## src/rtl/mem_arb_pkg.sv

```systemverilog
// Shared types and constants for the two-port memory arbiter: FSM encoding,
// port ids, read-latency legal range and the saturating counter helper.
package mem_arb_pkg;

   typedef enum logic [1:0] {
      IDLE  = 2'd0,
      ISSUE = 2'd1,
      WAIT  = 2'd2,
      RESP  = 2'd3
   } state_t;

   localparam logic PORT_CORE = 1'b0;
   localparam logic PORT_LOAD = 1'b1;

   localparam int unsigned RD_LAT_MIN = 1;
   localparam int unsigned RD_LAT_MAX = 4;
   localparam int unsigned CNT_W      = 2;
   localparam int unsigned STAT_W     = 16;

   function automatic logic rd_latency_ok(input int unsigned lat);
      return (lat >= RD_LAT_MIN) && (lat <= RD_LAT_MAX);
   endfunction

   // Increment that sticks at all-ones.
   function automatic logic [STAT_W-1:0] sat_inc(input logic [STAT_W-1:0] v);
      return (&v) ? v : v + STAT_W'(1);
   endfunction

endpackage

```

## src/rtl/rr_pick2.sv

```systemverilog
// Combinational 2-way round-robin picker: a lone requester wins, a tie goes
// to the port that was not granted last.
module rr_pick2
   import mem_arb_pkg::*;
(
   input  logic [1:0] valid,
   input  logic       last,
   output logic [1:0] gnt,
   output logic       gnt_id
);

   always_comb begin
      gnt    = 2'b00;
      gnt_id = PORT_CORE;
      if (valid[0] && (!valid[1] || last == PORT_LOAD)) begin
         gnt[0] = 1'b1;
      end else if (valid[1]) begin
         gnt[1] = 1'b1;
         gnt_id = PORT_LOAD;
      end
   end

endmodule

```

## src/rtl/mem_port_arbiter.sv

```systemverilog
// Two-port round-robin arbiter in front of a single-port synchronous memory,
// one transaction in flight. Optional counters enabled by MEM_ARB_STATS_EN.
module mem_port_arbiter
   import mem_arb_pkg::*;
#(
   parameter int unsigned ADDR_W     = 32,
   parameter int unsigned DATA_W     = 32,
   parameter int unsigned RD_LATENCY = 1
) (
   input  logic              clk,
   input  logic              reset,
   input  logic              req0_valid,
   input  logic              req0_we,
   input  logic [ADDR_W-1:0] req0_addr,
   input  logic [DATA_W-1:0] req0_wdata,
   output logic              req0_ready,
   output logic              rsp0_valid,
   input  logic              req1_valid,
   input  logic              req1_we,
   input  logic [ADDR_W-1:0] req1_addr,
   input  logic [DATA_W-1:0] req1_wdata,
   output logic              req1_ready,
   output logic              rsp1_valid,
   output logic [DATA_W-1:0] rsp_rdata,
   output logic              mem_en,
   output logic              mem_we,
   output logic [ADDR_W-1:0] mem_addr,
   output logic [DATA_W-1:0] mem_wdata,
   input  logic [DATA_W-1:0] mem_rdata,
`ifdef MEM_ARB_STATS_EN
   output logic [STAT_W-1:0] stat_gnt0,
   output logic [STAT_W-1:0] stat_gnt1,
   output logic [STAT_W-1:0] stat_conflict,
`endif
   output logic              busy
);

   if (!rd_latency_ok(RD_LATENCY)) begin : g_bad_rd_latency
      $error("mem_port_arbiter: RD_LATENCY must be in 1..4");
   end

   state_t           state;
   logic             last;
   logic             lat_we;
   logic             lat_id;
   logic [CNT_W-1:0] cnt;
   logic [1:0]       gnt;
   logic             gnt_id;
   logic             accept;

   rr_pick2 u_pick (
      .valid  ({req1_valid, req0_valid}),
      .last   (last),
      .gnt    (gnt),
      .gnt_id (gnt_id)
   );

   // Ready is only offered in IDLE; held low while reset is asserted.
   assign accept     = (state == IDLE) && (|gnt) && !reset;
   assign req0_ready = accept && gnt[0];
   assign req1_ready = accept && gnt[1];

   // mem_* registers carry the latched address/data and double as the ISSUE strobe.
   always_ff @(posedge clk) begin
      if (reset) begin
         state      <= IDLE;
         last       <= PORT_LOAD;
         lat_we     <= 1'b0;
         lat_id     <= PORT_CORE;
         cnt        <= '0;
         mem_en     <= 1'b0;
         mem_we     <= 1'b0;
         mem_addr   <= '0;
         mem_wdata  <= '0;
         rsp0_valid <= 1'b0;
         rsp1_valid <= 1'b0;
         rsp_rdata  <= '0;
         busy       <= 1'b0;
      end else begin
         mem_en     <= 1'b0;
         mem_we     <= 1'b0;
         mem_addr   <= '0;
         mem_wdata  <= '0;
         rsp0_valid <= 1'b0;
         rsp1_valid <= 1'b0;
         case (state)
            IDLE: begin
               if (accept) begin
                  lat_we    <= (gnt_id == PORT_LOAD) ? req1_we : req0_we;
                  lat_id    <= gnt_id;
                  last      <= gnt_id;
                  mem_en    <= 1'b1;
                  mem_we    <= (gnt_id == PORT_LOAD) ? req1_we : req0_we;
                  mem_addr  <= (gnt_id == PORT_LOAD) ? req1_addr : req0_addr;
                  mem_wdata <= (gnt_id == PORT_LOAD) ? req1_wdata : req0_wdata;
                  busy      <= 1'b1;
                  state     <= ISSUE;
               end
            end
            ISSUE: begin
               cnt <= CNT_W'(RD_LATENCY - 1);
               if (lat_we) begin
                  rsp_rdata  <= '0;
                  rsp0_valid <= (lat_id == PORT_CORE);
                  rsp1_valid <= (lat_id == PORT_LOAD);
                  state      <= RESP;
               end else begin
                  state <= WAIT;
               end
            end
            WAIT: begin
               if (cnt == '0) begin
                  rsp_rdata  <= mem_rdata;
                  rsp0_valid <= (lat_id == PORT_CORE);
                  rsp1_valid <= (lat_id == PORT_LOAD);
                  state      <= RESP;
               end else begin
                  cnt <= cnt - CNT_W'(1);
               end
            end
            RESP: begin
               busy  <= 1'b0;
               state <= IDLE;
            end
            default: begin
               busy  <= 1'b0;
               state <= IDLE;
            end
         endcase
      end
   end

`ifdef MEM_ARB_STATS_EN
   // At most one port is ever accepted, so every both-valid cycle is a conflict.
   always_ff @(posedge clk) begin
      if (reset) begin
         stat_gnt0     <= '0;
         stat_gnt1     <= '0;
         stat_conflict <= '0;
      end else begin
         if (req0_ready) stat_gnt0 <= sat_inc(stat_gnt0);
         if (req1_ready) stat_gnt1 <= sat_inc(stat_gnt1);
         if (req0_valid && req1_valid) stat_conflict <= sat_inc(stat_conflict);
      end
   end
`endif

endmodule

```

## config.mk

```make
export PLATFORM = sky130hd
export DESIGN_NAME = mem_port_arbiter
export DESIGN_NICKNAME = d
export VERILOG_FILES = /design/src/rtl/mem_arb_pkg.sv /design/src/rtl/rr_pick2.sv /design/src/rtl/mem_port_arbiter.sv
export SDC_FILE = /design/constraint.sdc
export NUM_CORES = 1
export LEC_CHECK = 0
export ABC_AREA = 1
export CORE_MARGIN = 4
export CORE_UTILIZATION = 38
export CTS_BUF_LIST = sky130_fd_sc_hd__clkbuf_2
export CTS_CLUSTER_DIAMETER = 100
export DETAILED_ROUTE_END_ITERATION = 10
export PLACE_DENSITY = 0.86
export SKIP_LAST_GASP = 1
export SYNTH_ARGS = -nofsm -noshare
export SYNTH_HDL_FRONTEND = slang
export SYNTH_HIERARCHICAL = 1
export SYNTH_SLANG_ARGS = --single-unit
```

## constraint.sdc

```tcl
create_clock -name clk -period 2.24 [get_ports clk]
set_input_delay 0.448 -clock clk [delete_from_list [all_inputs] [get_ports clk]]
set_output_delay 0.448 -clock clk [all_outputs]
set_load 0.005 [all_outputs]
```

### Yosys cells after proc, flatten, opt, wreduce, memory -nomap -nowiden

Index checks and enable logic that the tools add are counted.

| word-level totals | value |
|---|---|
| flip-flop bits (word level) | 108 |
| memories kept | 0 |
| memory bits (writable) | 0 |
| bits in latches | 0 |
| logic and storage cells | 68 |
| input port bits | 166 |
| bits in read-only memories | 0 |

| cells by class | value |
|---|---|
| shift operators | 0 |
| $add $sub $neg | 1 |
| eq/ne operators | 7 |
| multiplexer cells | 24 |
| multipliers | 0 |
| div/mod/pow operators | 0 |
| reductions and logical operators | 20 |
| $lt $le $gt $ge | 0 |
| bitwise logic cells | 3 |

Operators with widths:

| operator | count |
|---|---|
| 2-to-1 mux 32 bit | 4 |
| one-hot mux 32 bit (2 select lines) | 1 |
| 2-to-1 mux 1 bit | 11 |
| inequality test 2 bit, second input constant | 4 |
| one-hot mux 2 bit (4 select lines) | 1 |
| AND reduction 2 bit | 4 |
| 2-to-1 mux 2 bit | 3 |
| one-hot mux 1 bit (2 select lines) | 3 |
| logical AND 1 bit | 5 |
| equality test 2 bit, second input constant | 2 |
| zero test 2 bit | 2 |
| one-hot mux 2 bit (2 select lines) | 1 |
| nonzero test 2 bit | 2 |
| OR reduction 2 bit | 2 |
| NOT 1 bit | 3 |
| AND reduction 3 bit | 1 |
| OR reduction 3 bit | 1 |
| equality test 2 x 1 -> 1 bit, second input constant | 1 |
| zero test 1 bit | 2 |
| subtractor 2 x 1 -> 2 bit, second input constant | 1 |
| logical OR 1 bit | 1 |

### Longest topological paths before layout

Gate-level depths: netlist of the first run.

| logic depth | value |
|---|---|
| depth in word-level cells | 9 |
| mapped depth | 10 |

### Cells and area by module

Netlist of the first run, hierarchy kept.

By module, submodules not included:

| module | instances | sequential area each (um2) | cells an instance | area an instance (um2) |
|---|---|---|---|---|
| mem_port_arbiter | 1 | 2162.1 | 531 | 4164.0 |
| rr_pick2 | 1 | 0.0 | 5 | 35.0 |

### Worst setup path before layout of the first run

OpenSTA, ideal clock, no wires.

| timing path | value |
|---|---|
| kind | register to register |
| start | register state[0] |
| end | register rsp_rdata[0] |
| stages on the path, launching flop included | 11 |
| library setup time | 0.128 ns |
| required time | 2.112 ns |
| path slack | 0.690 ns |
| period minus slack after synthesis | 1.550 ns |
| data arrival time | 1.422 ns |
| cells stage by stage | dfxtp_1 inv_1 ha_1 buf_6 nand2_4 nand2_4 nor2_8 buf_2 nand2_1 o21ai_0 nor2_1 |

| between the ends | value |
|---|---|
| longest elaborated chain between the ends | 3 |
| elaborated cells on any way between the ends | 7 |
| classes of those cells | 4 x eq/ne; 1 x mux; 2 x reduce/logical |

Ends and longest elaborated chain:

| element | line | text |
|---|---|---|
| start: declaration | mem_port_arbiter.sv:42 | `state_t state;` |
| start signal: assignment | mem_port_arbiter.sv:66 | `state <= IDLE;` |
| start signal: assignment | mem_port_arbiter.sv:97 | `state <= ISSUE;` |
| start signal: assignment | mem_port_arbiter.sv:106 | `state <= RESP;` |
| equality test 2 bit / equality test 2 x 1 -> 1 bit (equally long branches) | mem_port_arbiter.sv:86 | `case (state)` |
| inequality test 2 bit (no source line) / nonzero test 2 bit (equally long branches) | -- |  |
| AND reduction 3 bit (no source line) | -- |  |
| end signal: assignment | mem_port_arbiter.sv:113 | `rsp_rdata <= mem_rdata;` |
| end: declaration | mem_port_arbiter.sv:24 | `output logic [DATA_W-1:0] rsp_rdata,` |

Parallel ways exist; a longest one is shown, timed or not.
A chain may end at the register's enable or synchronous reset.

### Worst setup path after layout of the first run

| timing path | value |
|---|---|
| start | register state[0] |
| end | output req1_ready |

| between the ends | value |
|---|---|
| longest elaborated chain between the ends | 4 |

Ends and longest elaborated chain:

| element | line | text |
|---|---|---|
| zero test 2 bit | mem_port_arbiter.sv:59 | `assign accept = (state == IDLE) && (\|gnt) && !reset;` |
| logical AND 1 bit (2 in a row) | mem_port_arbiter.sv:59 |  |
| logical AND 1 bit | mem_port_arbiter.sv:61 | `assign req1_ready = accept && gnt[1];` |
| end: declaration | mem_port_arbiter.sv:22 | `output logic req1_ready,` |

Every way passes these cells.

==> results of run 1 <==
per-stage QoR:
step	worst slack, ps	util	total power, W
global placement	-18.5	0.647	0.00562
detailed placement	-53.6	0.647	0.00573
global route	27.3	0.660	0.00717
finish	175	0.660	0.00667
CTS	79.3	0.660	0.00673
floorplan	690	-	0.00430
report_power, final:
group	switching, W	internal, W
clock	0.000592	0.000354
sequential	0.000159	0.00234
combinational	0.00166	0.00157
flip-flops by register name, summed over array words and instances, names as in the netlist:
name	cells
mem_addr	32
mem_wdata	32
rsp_rdata	32
cnt	2
state	2
busy	1
last	1
lat_id	1
lat_we	1
mem_en	1
mem_we	1
rsp0_valid	1
rsp1_valid	1
synthesized netlist by cell type:
| cell type | n |
|---|---|
| o21ai_1 | 5 |
| buf_2 | 10 |
| nor2_1 | 42 |
| o22ai_1 | 1 |
| a21boi_2 | 1 |
| clkbuf_1 | 16 |
| buf_6 | 6 |
| inv_1 | 17 |
| nand3_1 | 2 |
| buf_4 | 2 |
| ha_1 | 6 |
| o21bai_1 | 1 |
| a21oi_2 | 31 |
| nand2_2 | 1 |
| nor4_1 | 2 |
| nand2_4 | 2 |
| buf_1 | 2 |
| nor2_4 | 1 |
| dfxtp_1 | 108 |
| nor2_8 | 1 |
| a21oi_1 | 41 |
| nand2_1 | 206 |
| inv_2 | 2 |
| o21ai_0 | 30 |
final cells by class:
class                      count  area (um2)  area share
inverter                      19        71.3     0.00998
timing repair buffer         280        2850       0.398
clock buffer                  10        50.0     0.00700
clock inverter                 3        65.1     0.00910
multi-input combinational    373        1780       0.248
sequential                   108        2170       0.303
tap                          140         175      0.0245
cells by family after synthesis:
logic type               Yosys count
AND/OR/NAND/NOR                  257
flip-flops                       108
AO/OA/AOI/OAI                    110
buffers and inverters             55
adder cells (fa/ha/maj)            6
worst max-delay path, cell delays in order (launching register included):
cell and delay [ps]:
dfxtp_2 390, inv_2 80, ha_2 190, nand2_2 90
nor2_1 90, dlygate4sd2_1 250
metal layers:
layer / share of wire / track usage / wire [um] / vias to the layer above
met1: 0.37 / 0.207 / 5100 / 1990
met2: 0.49 / 0.367 / 6790 / 194
met3: 0.11 / 0.0909 / 1540 / 27
li1: - / - / - / 2194
met4: 0.030 / 0.0905 / 410 / 0
met5: 0 / 0 / 0 / -
worst paths after layout:
| path | startpoint | end | slack, ps | cells past startpoint |
|---|---|---|---|---|
| setup reg to reg | state[1] | rsp_rdata[14] | 450 | 9 |
| hold / removal | req0_wdata[2] | mem_wdata[2] | 400 | 3 |
| hold reg to reg | cnt[0] | cnt[0] | 460 | 1 |
| setup / recovery | state[0] | req1_ready | 180 | 5 |
repair_timing:
item	CTS	global route
setup endpoints to repair	2	1
pin swaps	0	1
buffers inserted	2	0
resized for setup	7	1
cloned	0	0
==> results.json, run 1 <==
{
  "synth_nets": 708,
  "power.leakage_nw": 2.86,
  "syn_inst": 536,
  "drc_errors": 0,
  "place_area_um2": 7010,
  "cts_hold_buffers": 0,
  "avgRoutedWirePerCell_um": 14.8,
  "worst_pin_slew_ps": 392,
  "skew_ps": 26.8,
  "cap_violations": 0,
  "fin_area_um2": 7150,
  "nNetsFinal": 963,
  "synth-seq-cells": 108,
  "grt_pass1_wl_mm": 21.1,
  "std_cell_rows": 38,
  "ir_drop_mv": 0.663,
  "yosys.area_share.simple": 0.241,
  "cp.required_ps": 1790,
  "hold_viol": 0,
  "clk-insertion-delay-late_ps": 550,
  "synth_area_leaders": "dfxtp_1 51%, nand2_1 18%, a21oi_2 6.5%",
  "clockBufferDepth": 2,
  "start_kind": "flop",
  "tritoncts": "yes",
  "clk_pin_slew_worst_paths_ps": 270,
  "die-width_um": 113,
  "synth_top_family_by_area": "simple AND/OR/NAND/NOR gates",
  "die-area_um2": 12800,
  "syn_area_um2": 4200,
  "crit_type": "reg2out",
  "rsz0062_at_grt": "no",
  "ys_seq_area_frac": 0.515,
  "tns_ps": 0,
  "postRouteAntennaNets": 0,
  "antenna_found_initial": 0,
  "antennaDiodeCount": 0,
  "drt-initial-drc-count": 244,
  "start_util": 0.387,
  "stdcell_count": 933,
  "whs_ps": 397,
  "fin_crit_sh": 0.922,
  "grt.overflow.total": 0,
  "final_common_cell": "clkdlybuf4s50_1",
  "setup_violations": 0,
  "grt_pass1_vias": 4378,
  "dp_cells": 918,
  "yosysTopAreaCell": "dfxtp_1",
  "die_height_um": 113,
  "root_buffer": "clkbuf_2",
  "numPortBuffers": 268,
  "path_max_fanout": 4,
  "pin_count": 269,
  "slew_violations": 0,
  "vias_per_cell": 4.72,
  "min_path_type": "in2reg",
  "fillers": 853,
  "yosysTopAreaCellShare": 0.515,
  "cts_inserted_buffers": 9,
  "arrival_ps": 1620,
  "dr.pass1.iters": 4,
  "syn_avg_cell_area_um2": 7.83,
  "drt_wl_total_mm": 13.8,
  "yosys-mux-area-fraction": 0,
  "relSlewSlack": 0.739,
  "hpwl_mm": 10.6,
  "p_per_area_nw_per_um2": 933,
  "status": "complete, no violations",
  "grt_max_degree": 68,
  "core_area_um2": 10800,
  "fin_crit_ps": 2060,
  "synth-compound-area-share": 0.161,
  "cp-end-kind": "output port",
  "drive_gt1_frac": 0.0883,
  "synthXorXnorAreaFrac": 0,
  "yosys_warnings": 6,
  "cts_sinks": 108,
  "gp_congestion": 0.889,
  "syn_to_final_growth_pct": 70.3,
  "ys_types": 24,
  "h-tree-depth": 3,
  "yosys.area_share.adder": 0.0179,
  "final_cell_mix": "266 x clkdlybuf4s50_1, 206 x nand2_1, 106 x dfxtp_1",
  "fmax_ghz": 0.484,
  "grt.total_usage": 0.206,
  "vias": 4405
}
Note: power is estimated with default switching activity, not from simulation.
==> run 2, diff against run 1 <==
--- a/config.mk
+++ b/config.mk
@@ -6,6 +6,7 @@
 export NUM_CORES = 1
 export LEC_CHECK = 0
 export ABC_AREA = 1
+export ABC_CLOCK_PERIOD_IN_PS = 2240
 export CORE_MARGIN = 4
 export CORE_UTILIZATION = 38
 export CTS_BUF_LIST = sky130_fd_sc_hd__clkbuf_2
==> results of run 2 <==
Same layout as run 1: the final DEF is identical, and so are final timing and power.
